==> src/rtl/alu_pkg.sv <==
// Shared width, operation encoding and word type for the registered ALU.
package alu_pkg;

   localparam int W = 8;

   typedef enum logic [2:0] {
      ALU_ADD = 3'b000,
      ALU_SUB = 3'b001,
      ALU_AND = 3'b010,
      ALU_OR  = 3'b011,
      ALU_XOR = 3'b100,
      ALU_SLL = 3'b101,
      ALU_SRA = 3'b110,
      ALU_SLT = 3'b111
   } alu_op_e;

   typedef logic signed [W-1:0] word_t;

endpackage

==> src/rtl/alu_core.sv <==
// Purely combinational ALU datapath: selects one of eight operations and flags a zero result.
module alu_core
   import alu_pkg::*;
(
   input  logic [2:0]   sel_i,
   input  logic [W-1:0] a_i,
   input  logic [W-1:0] b_i,
   output logic [W-1:0] result_o,
   output logic         zero_o
);

   word_t aS;
   word_t bS;
   word_t resultS;

   assign aS = word_t'(a_i);
   assign bS = word_t'(b_i);

   // Shifts use only the low three bits of B so the amount never exceeds the word width.
   always_comb begin
      resultS = '0;
      case (alu_op_e'(sel_i))
         ALU_ADD: resultS = aS + bS;
         ALU_SUB: resultS = aS - bS;
         ALU_AND: resultS = aS & bS;
         ALU_OR:  resultS = aS | bS;
         ALU_XOR: resultS = aS ^ bS;
         ALU_SLL: resultS = aS << bS[2:0];
         ALU_SRA: resultS = aS >>> bS[2:0];
         ALU_SLT: resultS = (aS < bS) ? word_t'(1) : word_t'(0);
         default: resultS = '0;
      endcase
   end

   assign result_o = resultS;
   assign zero_o   = (resultS == '0);

endmodule

==> src/rtl/alu_ip.sv <==
// Registered ALU: wraps alu_core and holds the result and zero flag for one cycle of latency.
module alu_ip
   import alu_pkg::*;
(
   input  logic         clk,
   input  logic         rst,
   input  logic [2:0]   sel,
   input  logic [W-1:0] A,
   input  logic [W-1:0] B,
   output logic [W-1:0] C,
   output logic         Z
);

   logic [W-1:0] cD;
   logic [W-1:0] cQ;
   logic         zD;
   logic         zQ;

   alu_core uCore (
      .sel_i    (sel),
      .a_i      (A),
      .b_i      (B),
      .result_o (cD),
      .zero_o   (zD)
   );

   // Z is registered alongside C from the same next value so the two never disagree.
   always_ff @(posedge clk) begin
      if (rst) begin
         cQ <= '0;
         zQ <= 1'b1;
      end else begin
         cQ <= cD;
         zQ <= zD;
      end
   end

   assign C = cQ;
   assign Z = zQ;

endmodule

==> config.mk <==
export PLATFORM = sky130hd
export DESIGN_NAME = alu_ip
export DESIGN_NICKNAME = d
export VERILOG_FILES = /design/src/rtl/alu_pkg.sv /design/src/rtl/alu_core.sv /design/src/rtl/alu_ip.sv
export SDC_FILE = /design/constraint.sdc
export NUM_CORES = 1
export LEC_CHECK = 0
export BUFFER_PORTS_ARGS = -buffer_cell sky130_fd_sc_hd__buf_2
export CORE_MARGIN = 2
export CORE_UTILIZATION = 35
export DETAILED_ROUTE_END_ITERATION = 10
export GPL_TIMING_DRIVEN = 0
export SLEW_MARGIN = 20
export SYNTH_ARGS = -nofsm -noshare
export SYNTH_HDL_FRONTEND = slang
export SYNTH_SLANG_ARGS = --single-unit
==> constraint.sdc <==
create_clock -name clk -period 3.4 [get_ports clk]
set_clock_uncertainty 0.15 [all_clocks]
set_input_delay 0.68 -clock clk [delete_from_list [all_inputs] [get_ports clk]]
set_output_delay 0.68 -clock clk [all_outputs]
set_load 0.02 [all_outputs]
==> results of run 1 <==
## flip-flops by register name (all words and copies together), names as in the netlist
name  cells
C         8
Z         1
## routing by layer
| layer | global-route usage [%] | vias up |
|---|---|---|
| met5 | 0 | - |
| met4 | 2.24 | 0 |
| met3 | 0.909 | 0 |
| li1 | - | 965 |
| met2 | 31.0 | 54 |
| met1 | 26.7 | 955 |
## critical path: stages
cell	delay, ps
buf_2	150
buf_6	170
buf_6	150
inv_1	120
ha_1	330
a21oi_1	240
o2111ai_1	220
a21o_1	210
a21oi_1	220
xor2_1	100
a211o_1	320
a41o_1	180
## stage by stage
step / power [mW] / setup WS (ps) / util (%)
final: 0.545 / 270 / 41.1
after global routing: 0.586 / 88.8 / 41.1
after CTS: 0.545 / 258 / 41.1
after detailed placement: 0.427 / 33.8 / 40.2
after global placement: 0.424 / 42.6 / 40.2
after floorplan: 0.340 / 589 / -
## how the worst max path moves through the flow
stage          start  endpoint  depth (start not counted)
4_1_cts         B[1]         Z                         12
3_3_place_gp    B[1]         Z                         12
6_report        B[1]         Z                         12
5_1_grt         B[1]         Z                         12
3_5_place_dp    B[1]         Z                         12
2_1_floorplan   B[1]         Z                         11
## Yosys cell counts (3+ instances only)
library cell	number	share of area, %
a211oi_1	4	1.5
a21o_1	3	1.1
a21oi_1	12	3.0
a221oi_1	6	2.7
buf_2	9	2.3
buf_6	3	1.7
dfxtp_1	9	9.1
ha_1	25	16
inv_1	27	5.1
mux2i_1	4	2.0
mux4_2	8	9.1
nand2_1	13	2.5
nand2b_1	4	1.3
nand3_1	8	2.0
nor2_1	20	3.8
nor2b_1	7	2.2
nor3_1	12	3.0
nor3b_1	3	1.1
o21ai_0	5	1.3
o22ai_1	8	2.5
o31ai_1	3	1.1
xnor2_1	4	1.8
## cells by family after synthesis
| kind of cell | share of synthesized area, % |
|---|---|
| AOI/OAI and AO/OA | 25.3 |
| xor gates and xnor gates | 2.66 |
| and+or+nand+nor | 20.4 |
| buffers and inverters | 10.3 |
| muxes | 14.4 |
| adders and majority gates | 17.9 |
| DFF | 9.14 |
## cell type report
class / count / share of cell area, %
flip-flops and latches: 9 / 8.02
inverters: 27 / 4.51
plain buffers: 17 / 4.51
clock buffers: 4 / 2.00
multi-input cells: 193 / 70.7
repair buffers: 28 / 6.24
well taps: 72 / 4.01
## power by group through the flow
stage	combinational, mW	sequential (mW)	clock (mW)
after floorplan	0.205	0.135	0
after global placement	0.304	0.120	0
after detailed placement	0.307	0.120	0
after CTS	0.308	0.119	0.118
after global routing	0.343	0.119	0.124
final	0.310	0.118	0.116
==> results.py, run 1 <==
metrics = {
    "timing": {
        "rsz0062_at_grt": "false",
        "holdWs_ps": 645,
        "drv_slew": 0,
        "setup_viol": 0,
        "period_needed_ps": 3130,
        "worst_pin_slew_ps": 727,
        "fin_crit_sh_pct": 92.0,
        "slew-limit-headroom_pct": 51.3,
        "fmax_mhz": 320,
        "tns_ps": 0,
        "finalHoldViolCount": 0,
    },
    "power": {
        "p_leak_nw": 1.03,
        "p_seq_share_pct": 21.7,
        "powerDensity_nw_per_um2": 242,
        "p_sw_share_pct": 40.1,
        "internal_power_mw": 0.326,
        "ir_worst_vdd_uv": 154,
        "p_comb_share_pct": 57.0,
        "clockPowerShare_pct": 21.3,
        "p_switching_mw": 0.219,
    },
    "min_path": {
        "hold_path_depth": 2,
        "min_to": "C[6]",
        "worstHoldStart": "rst",
        "hold_class": "input port to flop",
    },
    "logic_synthesis": {
        "synth_edf_count": 0,
        "ys_ff_latch": 9,
        "synth_area_um2": 1970,
        "yosys_warnings": 0,
        "async_reset_ff_share_pct": 0,
        "ys_seq_area_share_pct": 9.14,
        "synthCells": 246,
        "ys.flop_type": "dfxtp_1",
        "syn_nets": 294,
        "ys_types": 58,
        "synth.avg_cell_area_um2": 8.02,
    },
    "final_layout": {
        "final_cell_mix": "buf_2 (37), inv_1 (27), ha_1 (25)",
        "stdcell_count": 350,
        "seqCellArea_um2": 180,
        "fillers": 601,
        "n_antenna_cell": 0,
        "layout.nets": 327,
        "final_area_um2": 2250,
        "drive_above_1_share_pct": 21.2,
        "multi_input_area_um2": 1590,
        "syn_to_final_growth_pct": 14.0,
        "final_common_cell": "buf_2",
    },
    "global_route": {
        "grt_pass1_vias": 1901,
        "antenna_found_initial": 0,
        "grt_max_degree": 12,
        "grt_overflow_total": 0,
        "grt_first_pass_wirelength_um": 9300,
        "grt_use_total_pct": 18.4,
    },
    "clock_network": {
        "cts_buffers": 3,
        "path_clk_slew_ps": 40,
        "clockBufferDepth": 2,
        "post_cts_buffers": 0,
        "cts.htree.levels": 1,
        "cts_tree": "done",
        "clkSinkCount": 9,
        "clockRootBuffer": "clkbuf_8",
        "hold_buffers": 0,
        "cts_resized": 0,
    },
    "detailed_routing": {
        "drtIter0Drc": 107,
        "wl_met3_um": 308,
        "wl_um": 5610,
        "num_vias": 1974,
        "met2_length_um": 2560,
        "viasPerCell": 5.64,
        "wl_per_cell_um": 16.0,
        "wl_met1_um": 2740,
        "remaining_drc_errors": 0,
        "ant_nets": 0,
        "top_layer": "met3",
        "firstDrtPassIters": 4,
    },
    "placed_design": {
        "dp.cells": 346,
        "io_buffers": 28,
        "dp_hpwl_um": 4540,
        "place_area_um2": 2200,
        "place.gp.congestion": 0.906,
    },
    "outcome": {
        "status": "finished, final reports clean",
    },
    "critical_path": {
        "critPathArrivalTime_ps": 3090,
        "cp-start-kind": "input port",
        "crit_fanout": 10,
        "end_kind": "flop",
        "critPathRequiredTime_ps": 3360,
        "critical_path_class": "input port to flop",
    },
    "floorplan": {
        "io_pins": 30,
        "start_util_pct": 36.0,
        "die_h_um": 79.1,
        "rows": 27,
        "design.core.area_um2": 5470,
        "die-area_um2": 6250,
        "die_x_um": 79.1,
    },
    "run": {
        "maxCapViolations": 0,
    },
}
Note: power is estimated with default switching activity, not from simulation.
==> run 2: changes to the inputs <==
CELL_PAD_IN_SITES_DETAIL_PLACEMENT = 0   (was unset)
CELL_PAD_IN_SITES_GLOBAL_PLACEMENT = 1   (was unset)
PLACE_DENSITY = 0.65   (was unset)
==> run 2 against run 1 <==
Routed wire length increased by 6.1%. Worst hold slack better by 16 ps. Die area unchanged. Clock power increased by 4%. Power is 1.3% higher. First-iteration DRC count up 46%. Sequential power barely moved. Flip-flop and latch count is the same. Combinational power about the same. Non-clock buffer count stayed put. Largest power group unchanged.
==> results.py, run 2 (synthesis results as in run 1) <==
metrics = {
    "final_layout": {
        "drive_above_1_share_pct": 21.2,
        "final_area_um2": 2250,
        "layout.nets": 327,
        "fin_util_pct": 41.1,
        "final_common_cell": "buf_2",
        "n_antenna_cell": 0,
        "syn_to_final_growth_pct": 14.0,
        "largest_reg_flops": 8,
        "fillers": 602,
        "final_cell_mix": "buf_2 (37), inv_1 (27), ha_1 (25)",
    },
    "global_route": {
        "grt_use_total_pct": 20.1,
        "grt_max_degree": 12,
        "grt_pass1_vias": 1845,
        "grt_overflow_total": 0,
        "grt_first_pass_wirelength_um": 9780,
        "antenna_found_initial": 0,
    },
    "critical_path": {
        "cp_common_cell": "buf_6",
        "end_kind": "flop",
        "max_stage_delay_ps": 450,
        "cp-start-kind": "input port",
        "critPathRequiredTime_ps": 3370,
        "cp_slowest_cell": "a221oi_1",
        "crit_fanout": 10,
        "critPathLaunch": "B[1]",
        "critical_path.cell_chain": "buf_2, buf_6, buf_6, inv_1, ha_1, o21bai_1, a221oi_1, a21oi_1, xor2_1, o211a_1, a211o_1, a41o_1",
        "critPathArrivalTime_ps": 3160,
        "critical_path_class": "input port to flop",
    },
    "floorplan": {
        "rows": 27,
        "die_x_um": 79.1,
        "die-area_um2": 6250,
        "die_h_um": 79.1,
        "start_util_pct": 36.0,
        "io_pins": 30,
        "design.core.area_um2": 5470,
    },
    "detailed_routing": {
        "viasPerCell": 5.54,
        "ant_nets": 0,
        "wl_per_cell_um": 17.0,
        "remaining_drc_errors": 0,
        "drtIter0Drc": 156,
        "firstDrtPassIters": 4,
        "wl_um": 5950,
        "num_vias": 1940,
    },
    "timing": {
        "worst_slack_ps": 214,
        "fin_crit_sh_pct": 93.7,
        "holdWs_ps": 661,
        "tns_ps": 0,
        "rsz0062_at_grt": "false",
        "period_needed_ps": 3190,
        "fmax_mhz": 314,
        "slew-limit-headroom_pct": 52.7,
        "worst_pin_slew_ps": 706,
        "finalHoldViolCount": 0,
        "drv_slew": 0,
        "setup_viol": 0,
    },
    "min_path": {
        "worstHoldStart": "rst",
        "hold_class": "input port to flop",
    },
    "outcome": {
        "status": "finished, final reports clean",
    },
    "power": {
        "p_leak_nw": 1.03,
        "powerDensity_nw_per_um2": 246,
        "ir_worst_vdd_uv": 147,
    },
    "placed_design": {
        "place_area_um2": 2200,
        "dp_hpwl_um": 4880,
        "pre_cts_ws_ps": -38.4,
        "place.gp.congestion": 0.849,
        "io_buffers": 28,
    },
    "clock_network": {
        "cts_buffers": 3,
        "path_clk_slew_ps": 40,
        "clockRootBuffer": "clkbuf_8",
        "post_cts_buffers": 0,
        "cts_resized": 0,
        "hold_buffers": 0,
        "clockBufferDepth": 2,
        "cts.htree.levels": 1,
        "cts_tree": "done",
        "clkSinkCount": 9,
    },
    "run": {
        "maxCapViolations": 0,
    },
}
run 2: path summary, 6_finish.rpt:
check | to | cells after the start
setup / recovery | Z | 12
hold / removal | C[3] | 2
run 2: power breakdown:
part           internal, mW  leakage [nW]  total [mW]  switching, mW
clock                0.0814        0.0228       0.121         0.0392
combinational         0.129         0.928       0.312          0.184
sequential            0.117        0.0747       0.119        0.00205
run 2: cell type report:
type	instances	area, µm²	area share, %
clock buffer	4	45.0	2.00
tap	72	90.1	4.01
timing repair buffer	28	140	6.24
multi-input combinational	193	1590	70.7
inverter	27	101	4.51
sequential	9	180	8.02
buffer	17	101	4.51
run 2: metrics by stage:
step | instances | power, mW
after floorplan | 246 | 0.340
after global placement | 346 | 0.433
after detailed placement | 346 | 0.432
after CTS | 350 | 0.556
after global routing | 350 | 0.597
final | 350 | 0.552
run 2: worst max-delay path: cells and delay by family:
family / cells / cell delay [ps]
XOR/XNOR: 1 / 170
buffers and inverters: 4 / 590
AO/OA/AOI/OAI: 6 / 1380
adder cells (fa/ha/maj): 1 / 340
run 2: per-layer routing:
metal / up-vias / share of wire (%) / track usage, %
li1: 971 / - / -
met1: 928 / 51 / 30.1
met2: 35 / 45 / 30.9
met3: 6 / 2.8 / 2.73
met4: 0 / 1.9 / 3.97
met5: - / 0 / 0
==> run 3: changes to the inputs <==
CELL_PAD_IN_SITES_DETAIL_PLACEMENT = 1   (was 0)
==> run 3 against run 2 <==
Maximum frequency decreased by 1.1%. Clock power is essentially flat. Flip-flop and latch count did not move. Non-clock buffer count unchanged. Sequential share of layout area did not move. Highest routed layer unchanged.
==> results.py, run 3 (synthesis results as in run 1) <==
metrics = {
    "outcome": {
        "status": "finished, final reports clean",
    },
    "final_layout": {
        "n_antenna_cell": 0,
        "largest_reg_flops": 8,
        "layout.nets": 327,
        "final_cell_mix": "buf_2 (37), inv_1 (27), ha_1 (25)",
        "fillers": 688,
        "final_common_cell": "buf_2",
        "syn_to_final_growth_pct": 14.0,
        "drive_above_1_share_pct": 21.2,
    },
    "clock_network": {
        "clkSinkCount": 9,
        "path_clk_slew_ps": 40,
        "cts_resized": 0,
        "cts.htree.levels": 1,
        "post_cts_buffers": 0,
        "cts_tree": "done",
        "cts_buffers": 3,
        "hold_buffers": 0,
        "clockRootBuffer": "clkbuf_8",
        "clockBufferDepth": 2,
    },
    "floorplan": {
        "die-area_um2": 6250,
        "rows": 27,
        "design.core.area_um2": 5470,
        "die_h_um": 79.1,
        "io_pins": 30,
        "start_util_pct": 36.0,
        "die_x_um": 79.1,
    },
    "critical_path": {
        "worstPathBufferInverterCount": 4,
        "critPathRequiredTime_ps": 3370,
        "cp-start-kind": "input port",
        "critPathArrivalTime_ps": 3190,
        "crit_fanout": 10,
        "critical_path.cell_chain": "buf_2, buf_6, buf_6, inv_1, ha_1, o21bai_1, a221oi_1, a21oi_1, xor2_1, o211a_1, a211o_1, a41o_1",
        "cp.depth": 12,
        "cp_common_cell": "buf_6",
        "critical_path_class": "input port to flop",
        "max_stage_delay_ps": 460,
        "cp_slowest_cell": "a221oi_1",
        "end_kind": "flop",
        "cpLargestDelayFamily": "compound AO/OA/AOI/OAI gates",
    },
    "detailed_routing": {
        "num_vias": 1969,
        "viasPerCell": 5.63,
        "ant_nets": 0,
        "firstDrtPassIters": 4,
        "wl_um": 6250,
        "wl_per_cell_um": 17.9,
        "remaining_drc_errors": 0,
        "drtIter0Drc": 78,
    },
    "min_path": {
        "hold_class": "input port to flop",
        "hold_path_depth": 2,
    },
    "timing": {
        "worst_pin_slew_ps": 745,
        "slew-limit-headroom_pct": 50.1,
        "rsz0062_at_grt": "false",
        "fmax_mhz": 311,
        "setup_viol": 0,
        "fin_crit_sh_pct": 94.7,
        "period_needed_ps": 3220,
        "finalHoldViolCount": 0,
        "drv_slew": 0,
        "worst_slack_ps": 180,
    },
    "placed_design": {
        "place.gp.congestion": 0.849,
        "io_buffers": 28,
        "pre_cts_ws_ps": -32.8,
        "dp_hpwl_um": 5200,
    },
    "run": {
        "maxCapViolations": 0,
    },
    "global_route": {
        "grt_pass1_vias": 1947,
        "grt_overflow_total": 0,
        "grt_max_degree": 12,
        "antenna_found_initial": 0,
        "grtUsageMet2_pct": 35.5,
        "met1_usage_pct": 30.8,
        "grt_first_pass_wirelength_um": 10500,
        "grt.busiest_layer": "met2",
        "use_met3_pct": 3.30,
        "grt_use_total_pct": 21.4,
    },
    "power": {
        "p_leak_nw": 1.03,
        "power_mw": 0.557,
        "powerDensity_nw_per_um2": 248,
        "ir_worst_vdd_uv": 151,
    },
}
[run 3: cell counts in the layout (fill, tap and decap cells not counted)]
No cell type changed its count.
[run 3: path summary, 6_finish.rpt]
check | slack, ps | startpoint | end
worst min-delay path | 650 | rst | C[3]
worst max-delay path | 180 | B[1] | Z
[run 3: report_power, final]
part,internal [mW],switching (mW),total (mW)
logic,0.129,0.187,0.316
clock network,0.0816,0.0411,0.123
registers,0.117,0.00197,0.118
total,0.327,0.230,0.557
[run 3: final cells by class]
class                      instances  area (µm²)  area share (%)
buffer                            17         101            4.51
inverter                          27         101            4.51
clock buffer                       4        45.0            2.00
multi-input combinational        193        1590            70.7
timing repair buffer              28         140            6.24
tap                               72        90.1            4.01
sequential                         9         180            8.02
[run 3: metal layers]
layer | up-vias | wire [µm]
met1 | 949 | 3000
met3 | 4 | 311
met2 | 50 | 2910
li1 | 966 | -
met5 | - | 0
met4 | 0 | 32
[run 3: per-stage QoR]
stage	cells	instance area, µm²	TNS [ps]	util, %	hold WS, ps
CTS	350	2250	0	41.1	650
global placement	346	2200	-102	40.2	892
floorplan	246	1970	0	-	826
detailed placement	346	2200	-32.8	40.2	891
global route	350	2250	0	41.1	695
finish	350	2250	0	41.1	649
